$ cat src/rtl/mem_arbiter.sv
`default_nettype none
// ============================================================================
//  Module   : mem_arbiter
//  Function : Shares one cacheline memory port between the I-cache miss path
//             and the D-cache miss/writeback path. One requester is granted
//             per transaction; all pmem-side outputs and responses are
//             registered.
//  Options  : ARB_RR_EN - when defined, a same-cycle tie goes to the
//             requester not granted last (round-robin); otherwise the D side
//             always wins a tie.
//  Revision : 1.0 - initial release
// ============================================================================
module mem_arbiter #(
    parameter int ADDR_W = 32,
    parameter int LINE_W = 256
) (
    input  logic              clk,
    input  logic              rst_n,
    input  logic              i_read,
    input  logic [ADDR_W-1:0] i_address,
    output logic [LINE_W-1:0] i_rdata,
    output logic              i_resp,
    input  logic              d_read,
    input  logic              d_write,
    input  logic [ADDR_W-1:0] d_address,
    input  logic [LINE_W-1:0] d_wdata,
    output logic [LINE_W-1:0] d_rdata,
    output logic              d_resp,
    output logic              pmem_read,
    output logic              pmem_write,
    output logic [ADDR_W-1:0] pmem_address,
    output logic [LINE_W-1:0] pmem_wdata,
    input  logic [LINE_W-1:0] pmem_rdata,
    input  logic              pmem_resp
);

    typedef enum logic [1:0] {
        ST_IDLE    = 2'd0,
        ST_GRANT_I = 2'd1,
        ST_GRANT_D = 2'd2,
        ST_DONE    = 2'd3
    } state_t;

    state_t            r_state;
    state_t            w_state_nxt;

    logic              r_pmem_read;
    logic              r_pmem_write;
    logic [ADDR_W-1:0] r_pmem_address;
    logic [LINE_W-1:0] r_pmem_wdata;
    logic [LINE_W-1:0] r_i_rdata;
    logic [LINE_W-1:0] r_d_rdata;
    logic              r_i_resp;
    logic              r_d_resp;

    logic              w_pmem_read_nxt;
    logic              w_pmem_write_nxt;
    logic [ADDR_W-1:0] w_pmem_address_nxt;
    logic [LINE_W-1:0] w_pmem_wdata_nxt;
    logic [LINE_W-1:0] w_i_rdata_nxt;
    logic [LINE_W-1:0] w_d_rdata_nxt;
    logic              w_i_resp_nxt;
    logic              w_d_resp_nxt;

    logic              w_d_req;
    logic              w_pick_d;

    assign w_d_req = d_read | d_write;

`ifdef ARB_RR_EN
    // 1 = the D side held the most recent grant; resets to the I side.
    logic              r_last_d;
    logic              w_last_d_nxt;

    // On a tie the side that was not granted last goes first.
    assign w_pick_d = w_d_req & (~i_read | ~r_last_d);
`else
    assign w_pick_d = w_d_req;
`endif

    // Next-state and next-output decode; every target defaults to hold.
    always_comb begin
        w_state_nxt        = r_state;
        w_pmem_read_nxt    = r_pmem_read;
        w_pmem_write_nxt   = r_pmem_write;
        w_pmem_address_nxt = r_pmem_address;
        w_pmem_wdata_nxt   = r_pmem_wdata;
        w_i_rdata_nxt      = r_i_rdata;
        w_d_rdata_nxt      = r_d_rdata;
        w_i_resp_nxt       = 1'b0;
        w_d_resp_nxt       = 1'b0;
`ifdef ARB_RR_EN
        w_last_d_nxt       = r_last_d;
`endif
        case (r_state)
            ST_IDLE: begin
                if (w_pick_d) begin
                    // A simultaneous read+write is carried out as the write.
                    w_state_nxt        = ST_GRANT_D;
                    w_pmem_address_nxt = d_address;
                    w_pmem_wdata_nxt   = d_wdata;
                    w_pmem_write_nxt   = d_write;
                    w_pmem_read_nxt    = ~d_write;
`ifdef ARB_RR_EN
                    w_last_d_nxt       = 1'b1;
`endif
                end else if (i_read) begin
                    w_state_nxt        = ST_GRANT_I;
                    w_pmem_address_nxt = i_address;
                    w_pmem_read_nxt    = 1'b1;
                    w_pmem_write_nxt   = 1'b0;
`ifdef ARB_RR_EN
                    w_last_d_nxt       = 1'b0;
`endif
                end
            end
            ST_GRANT_I: begin
                if (pmem_resp) begin
                    w_state_nxt      = ST_DONE;
                    w_i_rdata_nxt    = pmem_rdata;
                    w_i_resp_nxt     = 1'b1;
                    w_pmem_read_nxt  = 1'b0;
                    w_pmem_write_nxt = 1'b0;
                end
            end
            ST_GRANT_D: begin
                if (pmem_resp) begin
                    w_state_nxt = ST_DONE;
                    // A writeback returns nothing, so the last read line stays.
                    if (!r_pmem_write) begin
                        w_d_rdata_nxt = pmem_rdata;
                    end
                    w_d_resp_nxt     = 1'b1;
                    w_pmem_read_nxt  = 1'b0;
                    w_pmem_write_nxt = 1'b0;
                end
            end
            ST_DONE: begin
                // Requests seen here belong to the finishing requester and are ignored.
                w_state_nxt = ST_IDLE;
            end
            default: begin
                w_state_nxt = ST_IDLE;
            end
        endcase
    end

    // FSM state register.
    always_ff @(posedge clk or negedge rst_n) begin
        if (!rst_n) begin
            r_state <= ST_IDLE;
        end else begin
            r_state <= w_state_nxt;
        end
    end

    // Registered pmem-side outputs, responses and returned lines.
    always_ff @(posedge clk or negedge rst_n) begin
        if (!rst_n) begin
            r_pmem_read    <= 1'b0;
            r_pmem_write   <= 1'b0;
            r_pmem_address <= '0;
            r_pmem_wdata   <= '0;
            r_i_rdata      <= '0;
            r_d_rdata      <= '0;
            r_i_resp       <= 1'b0;
            r_d_resp       <= 1'b0;
        end else begin
            r_pmem_read    <= w_pmem_read_nxt;
            r_pmem_write   <= w_pmem_write_nxt;
            r_pmem_address <= w_pmem_address_nxt;
            r_pmem_wdata   <= w_pmem_wdata_nxt;
            r_i_rdata      <= w_i_rdata_nxt;
            r_d_rdata      <= w_d_rdata_nxt;
            r_i_resp       <= w_i_resp_nxt;
            r_d_resp       <= w_d_resp_nxt;
        end
    end

`ifdef ARB_RR_EN
    // Last-grant flag, updated on entry to a grant state.
    always_ff @(posedge clk or negedge rst_n) begin
        if (!rst_n) begin
            r_last_d <= 1'b0;
        end else begin
            r_last_d <= w_last_d_nxt;
        end
    end
`endif

    assign pmem_read    = r_pmem_read;
    assign pmem_write   = r_pmem_write;
    assign pmem_address = r_pmem_address;
    assign pmem_wdata   = r_pmem_wdata;
    assign i_rdata      = r_i_rdata;
    assign d_rdata      = r_d_rdata;
    assign i_resp       = r_i_resp;
    assign d_resp       = r_d_resp;

`ifndef SYNTHESIS
    // Flag protocol misuse; the hardware behaviour in each case stays defined.
    always @(posedge clk) begin
        if (rst_n) begin
            assert (!(d_read && d_write))
                else $warning("mem_arbiter: d_read and d_write both high, handled as write");
            assert (!(r_state == ST_GRANT_I && !i_read))
                else $warning("mem_arbiter: i_read dropped while granted");
            assert (!(r_state == ST_GRANT_D && !w_d_req))
                else $warning("mem_arbiter: d request dropped while granted");
            assert (!((r_state == ST_IDLE || r_state == ST_DONE) && pmem_resp))
                else $warning("mem_arbiter: pmem_resp outside a grant ignored");
        end
    end
`endif

endmodule
`default_nettype wire

$ cat config.mk
export PLATFORM = sky130hd
export DESIGN_NAME = mem_arbiter
export DESIGN_NICKNAME = d
export VERILOG_FILES = /design/src/rtl/mem_arbiter.sv
export SDC_FILE = /design/constraint.sdc
export NUM_CORES = 1
export LEC_CHECK = 0
export ABC_AREA = 0
export CELL_PAD_IN_SITES_DETAIL_PLACEMENT = 1
export CELL_PAD_IN_SITES_GLOBAL_PLACEMENT = 1
export CORE_AREA = 2 2 538 540
export CTS_CLUSTER_DIAMETER = 120
export DETAILED_ROUTE_END_ITERATION = 8
export DIE_AREA = 0 0 540 542
export GPL_TIMING_DRIVEN = 0
export PLACE_DENSITY = 0.34
export SYNTH_ARGS = -nofsm -noshare
export SYNTH_HDL_FRONTEND = slang
export SYNTH_SLANG_ARGS = --single-unit
$ cat constraint.sdc
create_clock -name clk -period 1.8 [get_ports clk]
set_input_delay 0.18 -clock clk [delete_from_list [all_inputs] [get_ports clk]]
set_output_delay 0.18 -clock clk [all_outputs]
set_load 0.05 [all_outputs]
== Word level (Yosys, flattened, before mapping) ==
Index checks and enable logic that the tools add are counted.

* Eq/ne operators: 5
* Reductions and logical operators: 10
* Mux-type cells: 16
* Bitwise logic cells: 3

{| class="wikitable"
|+ Operators with widths
! operator !! number
|-
| $mux W32 || 2
|-
| $mux W1 || 8
|-
| $reduce_and A2 Y1 || 4
|-
| $mux W2 || 3
|-
| $pmux W2 S3 || 1
|-
| $reduce_and A3 Y1 || 2
|-
| $eq A2 B2 Y1 const B || 2
|-
| $pmux W1 S2 || 2
|-
| $reduce_bool A2 Y1 || 2
|-
| $ne A3 B3 Y1 const B || 1
|-
| $eq A2 B1 Y1 const B || 1
|-
| $logic_not A2 Y1 || 1
|-
| $ne A2 B1 Y1 const B || 1
|-
| $not A1 Y1 || 2
|-
| $reduce_or A2 Y1 || 1
|-
| $or A1 B1 Y1 || 1
|}

* Word-level logic and storage cells: 43
* Output and inout bits: 804
* Bits in registers: 806
* Bits of input ports: 582

== Depth between registers and ports, before layout ==
* Depth in word-level cells: 4
* Gate-level depth with buffers: 7
* Depth with buffers taken out: 5

== Worst setup path after synthesis ==
No wires, ideal clock.

* Path type: register -> register
* Start: reg r_pmem_write, in the netlist pmem_write
* End: reg r_d_rdata[215], in the netlist d_rdata[215]
* Period minus slack after synthesis: 1.722 ns
* Required time: 1.675 ns
* Buffers on the path: 2
* Cell stages (with the launch flop): 5
* Arrival time: 1.598 ns
* Setup time: 0.125 ns
* Path slack: 0.078 ns
* Path through: dfrtp_1 nand3b_1 buf_2 buf_2 mux2_2

* Longest elaborated chain between the ends: 2

{| class="wikitable"
|+ RTL lines
! element !! RTL line !! RTL
|-
| from (decl) || 48 || <nowiki>logic r_pmem_write;</nowiki>
|-
| from (signal assigned) || 170 || <nowiki>r_pmem_write <= w_pmem_write_nxt;</nowiki>
|-
| $not A1 Y1 (no source line) || -- ||
|-
| $reduce_and A3 Y1 (no source line) || -- ||
|-
| to (signal assigned) || 174 || <nowiki>r_d_rdata <= w_d_rdata_nxt;</nowiki>
|-
| to (decl) || 52 || <nowiki>logic [LINE_W-1:0] r_d_rdata;</nowiki>
|}

No other way between the ends.
A chain may end at the register's enable or synchronous reset.

== Final worst setup path ==
* Start: reg r_state[1]
* End: reg r_d_rdata[239], in the netlist d_rdata[239]

* Longest elaborated chain between the ends: 2

{| class="wikitable"
|+ RTL lines
! element !! RTL line !! RTL
|-
| from (decl) || 44 || <nowiki>state_t r_state;</nowiki>
|-
| from (signal assigned) || 153 || <nowiki>r_state <= w_state_nxt;</nowiki>
|-
| $eq A2 B2 Y1 || 95 || <nowiki>case (r_state)</nowiki>
|-
| $reduce_and A3 Y1 (no source line) || -- ||
|}

No other way between the ends.

==> flow_summary.toml <==
[status]
status = "finished, violations left"
violations = "negative hold slack, negative setup slack"

[timing]
fin_crit_ns = 1.96
slew_violations = 0
hold_ws_ns = -0.516
setup_viol = 1006
period_share_pct = 109
grt_setup_unrepaired = "yes"
worst_pin_slew_ns = 0.578
fin_setup_tns_ns = -68.15
finClkSkew_ns = 0.0379
relSlewSlack_pct = 61.6
setup_slack_ns = -0.156
hold_viol_final = 126
fmax_ghz = 0.511

[floorplanning]
die_h_um = 542
initial_core_util_pct = 11.0
rows = 197
die-area_um2 = 293000
design.portCount = 1386
core_area_um2 = 287000
dieWidth_um = 540

[power]
power-per-cell-area_nw_per_um2 = 2190
power.share.clock_pct = 17.3
switching_share_pct = 48.7
comb_power_share_pct = 58.4
ir_drop_mv = 1.11
intPower_w = 0.0694
p_leak_nw = 26.2
p_seq_share_pct = 24.3
switching_power_w = 0.0659

[cells_and_area]
drive_above_1_share_pct = 42.7
fin_util_pct = 21.5
nNetsFinal = 4444
fillCellCount = 31600
area_growth_pct = 95.1

[placed_design]
port_buffers = 1384
place_congestion = 0.756
hpwl_um = 155000

[worst_setup_path]
r2r_cells = 8
regToRegStartpoint = "r_state[1]"
crit_family = "buffers and inverters"
crit_path_start_kind = "flip-flop"
critPathMaxFanout = 8
ff2ff_setup_slack_ns = -0.16
crit_arrival_ns = 2.64
critical_path_buf_inv_count = 5
crit_type = "flip-flop to flip-flop"
critPathMaxStageDelay_ns = 0.41
crit_slowest_cell = "dfrtp_1"
worstPathRequired_ns = 2.48
reg2reg_to = "d_rdata[239]"
crit_chain = "buf_6 > ha_4 > nand3b_1 > buf_12 > buf_16 > buf_12 > buf_16 > mux2_4"
end_kind = "flip-flop"

[clock_network]
cts.path.max_buffers = 4
clk_latency_ns = 0.81
clock-sinks = 806
cts_tree = "done"
cts-htree-levels = 3
holdBufCountCts = 494
cts.clk_slew.worst_paths_ns = 0.06
clock-root-buffer = "clkbuf_16"
numCtsBuffers = 117

[logic_synthesis]
syn-num-nets = 2380
yosysTopAreaCellShare_pct = 63.8
synth_edf_count = 0
ys_top_cells_by_count = "dfrtp_1 (806), mux2_2 (529), mux2_4 (240), buf_2 (36), mux2i_1 (36)"
yosysSeqAreaShare_pct = 63.8
synth.area.top_cells = "dfrtp_1 (64%), mux2_2 (19%), mux2_4 (11%), buf_12 (1.6%), mux2i_1 (1.1%)"
yosys_warnings = 0
syn_inst = 1793
synth_seq_cells = 806
syn_area_um2 = 31600
synth_flop_cell = "dfrtp_1"
yosys.area.top_type = "dfrtp_1"
yosysUniqueCellTypes = 24
avgSynthCellArea_um2 = 17.6
synth_most_common_cell = "dfrtp_1"
async_reset_ff_share_pct = 100

[drt]
dr.pass1.iters = 4
wl_per_cell_um = 25.4
drtIter0Drc = 716
dr_total_vias = 24300
ant_nets = 0
drt-total-wl_um = 198000
vias_per_cell = 3.12
route.detailed.drc = 0

[grt]
grt_max_degree = 95
gr-total-overflow = 0
grt_first_pass_wirelength_um = 261000
antenna_found_initial = 112
grtUsageTotal_pct = 13.0
grt_pass1_vias = 27100

[job]
cap_viol_max_count = 0

[min_path]
min_path_type = "primary input to async pin"
[state kept, by name, indices dropped and copies added, names as in the netlist]
name and count:
d_resp 1, pmem_wdata 256, pmem_read 1, i_rdata 256, pmem_write 1, pmem_address 32, r_state 2, d_rdata 256
i_resp 1
[power by group through the flow]
stage | logic, W | registers (W) | clock network (W)
detailed placement | 0.0797 | 0.0331 | 0
global placement | 0.0796 | 0.0333 | 0
floorplan | 0.0162 | 0.0647 | 0
CTS | 0.0797 | 0.0330 | 0.0246
finish | 0.0789 | 0.0329 | 0.0234
global route | 0.0819 | 0.0343 | 0.0251
[worst reg2reg max path: stages (launching register included)]
cell and delay [ns]:
dfrtp_1 0.41, buf_6 0.13, ha_4 0.14, nand3b_1 0.13, buf_12 0.20, buf_16 0.19, buf_12 0.19, buf_16 0.13
mux2_4 0.30
[worst max path at each step]
stage | start | end | slack, ns | cells after the start
global placement | rst_n | pmem_wdata[80] | -43.61 | 1
global route | r_state[1] | d_rdata[239] | -0.22 | 8
finish | r_state[1] | d_rdata[239] | -0.16 | 8
detailed placement | rst_n | pmem_wdata[26] | -1.32 | 6
CTS | pmem_wdata[128] | pmem_wdata[128] | -0.19 | 1
floorplan | pmem_write | d_rdata[215] | 0.08 | 4
[kinds of logic (layout without fill, tap and decap cells)]
| logic type | after synthesis | in the layout | synth area share, % |
|---|---|---|---|
| other | 0 | 54 | 0 |
| AO/OA/AOI/OAI | 40 | 40 | 0.787 |
| adder cells (fa/ha/maj) | 5 | 5 | 0.198 |
| flip-flops | 806 | 806 | 63.8 |
| buffers and inverters | 100 | 2257 | 3.40 |
| AND/OR/NAND/NOR | 37 | 37 | 0.490 |
| multiplexers | 805 | 805 | 31.4 |
[per-layer routing]
layer,wire length [µm],part of all wire (%),track usage (%)
met1,77700,39,14.8
met2,98300,50,22.6
met3,18300,9.2,5.43
met4,3140,1.6,2.67
met5,398,0.20,0
[stage by stage]
| stage | total power (W) | setup WS [ns] | cells | hold slack [ns] | instance area, µm² |
|---|---|---|---|---|---|
| final | 0.135 | -0.156 | 7785 | -0.516 | 61700 |
| after global routing | 0.141 | -0.225 | 7757 | -0.552 | 61600 |
| after CTS | 0.137 | -0.195 | 7708 | -0.595 | 60900 |
| after detailed placement | 0.113 | -1.32 | 6967 | 0.173 | 50500 |
| after global placement | 0.113 | -43.61 | 6958 | 0.470 | 50200 |
| after floorplan | 0.0809 | 0.0775 | 1793 | -0.116 | 31600 |
[area by class of cell]
type	instances	area, µm²	area share, %
Multi-Input combinational cell	887	10600	17.2
Timing Repair Buffer	1945	20400	33.0
Tap cell	3781	4730	7.67
Buffer	96	1780	2.88
Sequential cell	806	20200	32.7
Clock inverter	29	305	0.495
Clock buffer	183	3560	5.76
Inverter	4	15.0	0.0243
Antenna cell	54	135	0.219
[placed cells by master (no fill, tap or decap), types with 36 or more instances in the layout]
master	instances
buf_16	41
diode_2	54
buf_2	55
clkdlybuf4s15_2	485
mux2_2	467
dlygate4sd2_1	105
dfrtp_1	804
clkbuf_16	129
clkdlybuf4s15_1	142
mux2_4	302
mux2i_1	36
buf_12	63
clkbuf_8	38
clkdlybuf4s50_1	579
dlygate4sd3_1	491
[what timing repair did]
item                                    CTS  global route
pin swaps                                 0             0
endpoints found under the hold margin   808           123
setup endpoints to repair              1664          1806
cloned                                   15            12
resized for setup                      2338           104
buffers inserted                         20            12
(Power assumes the default switching activity.)
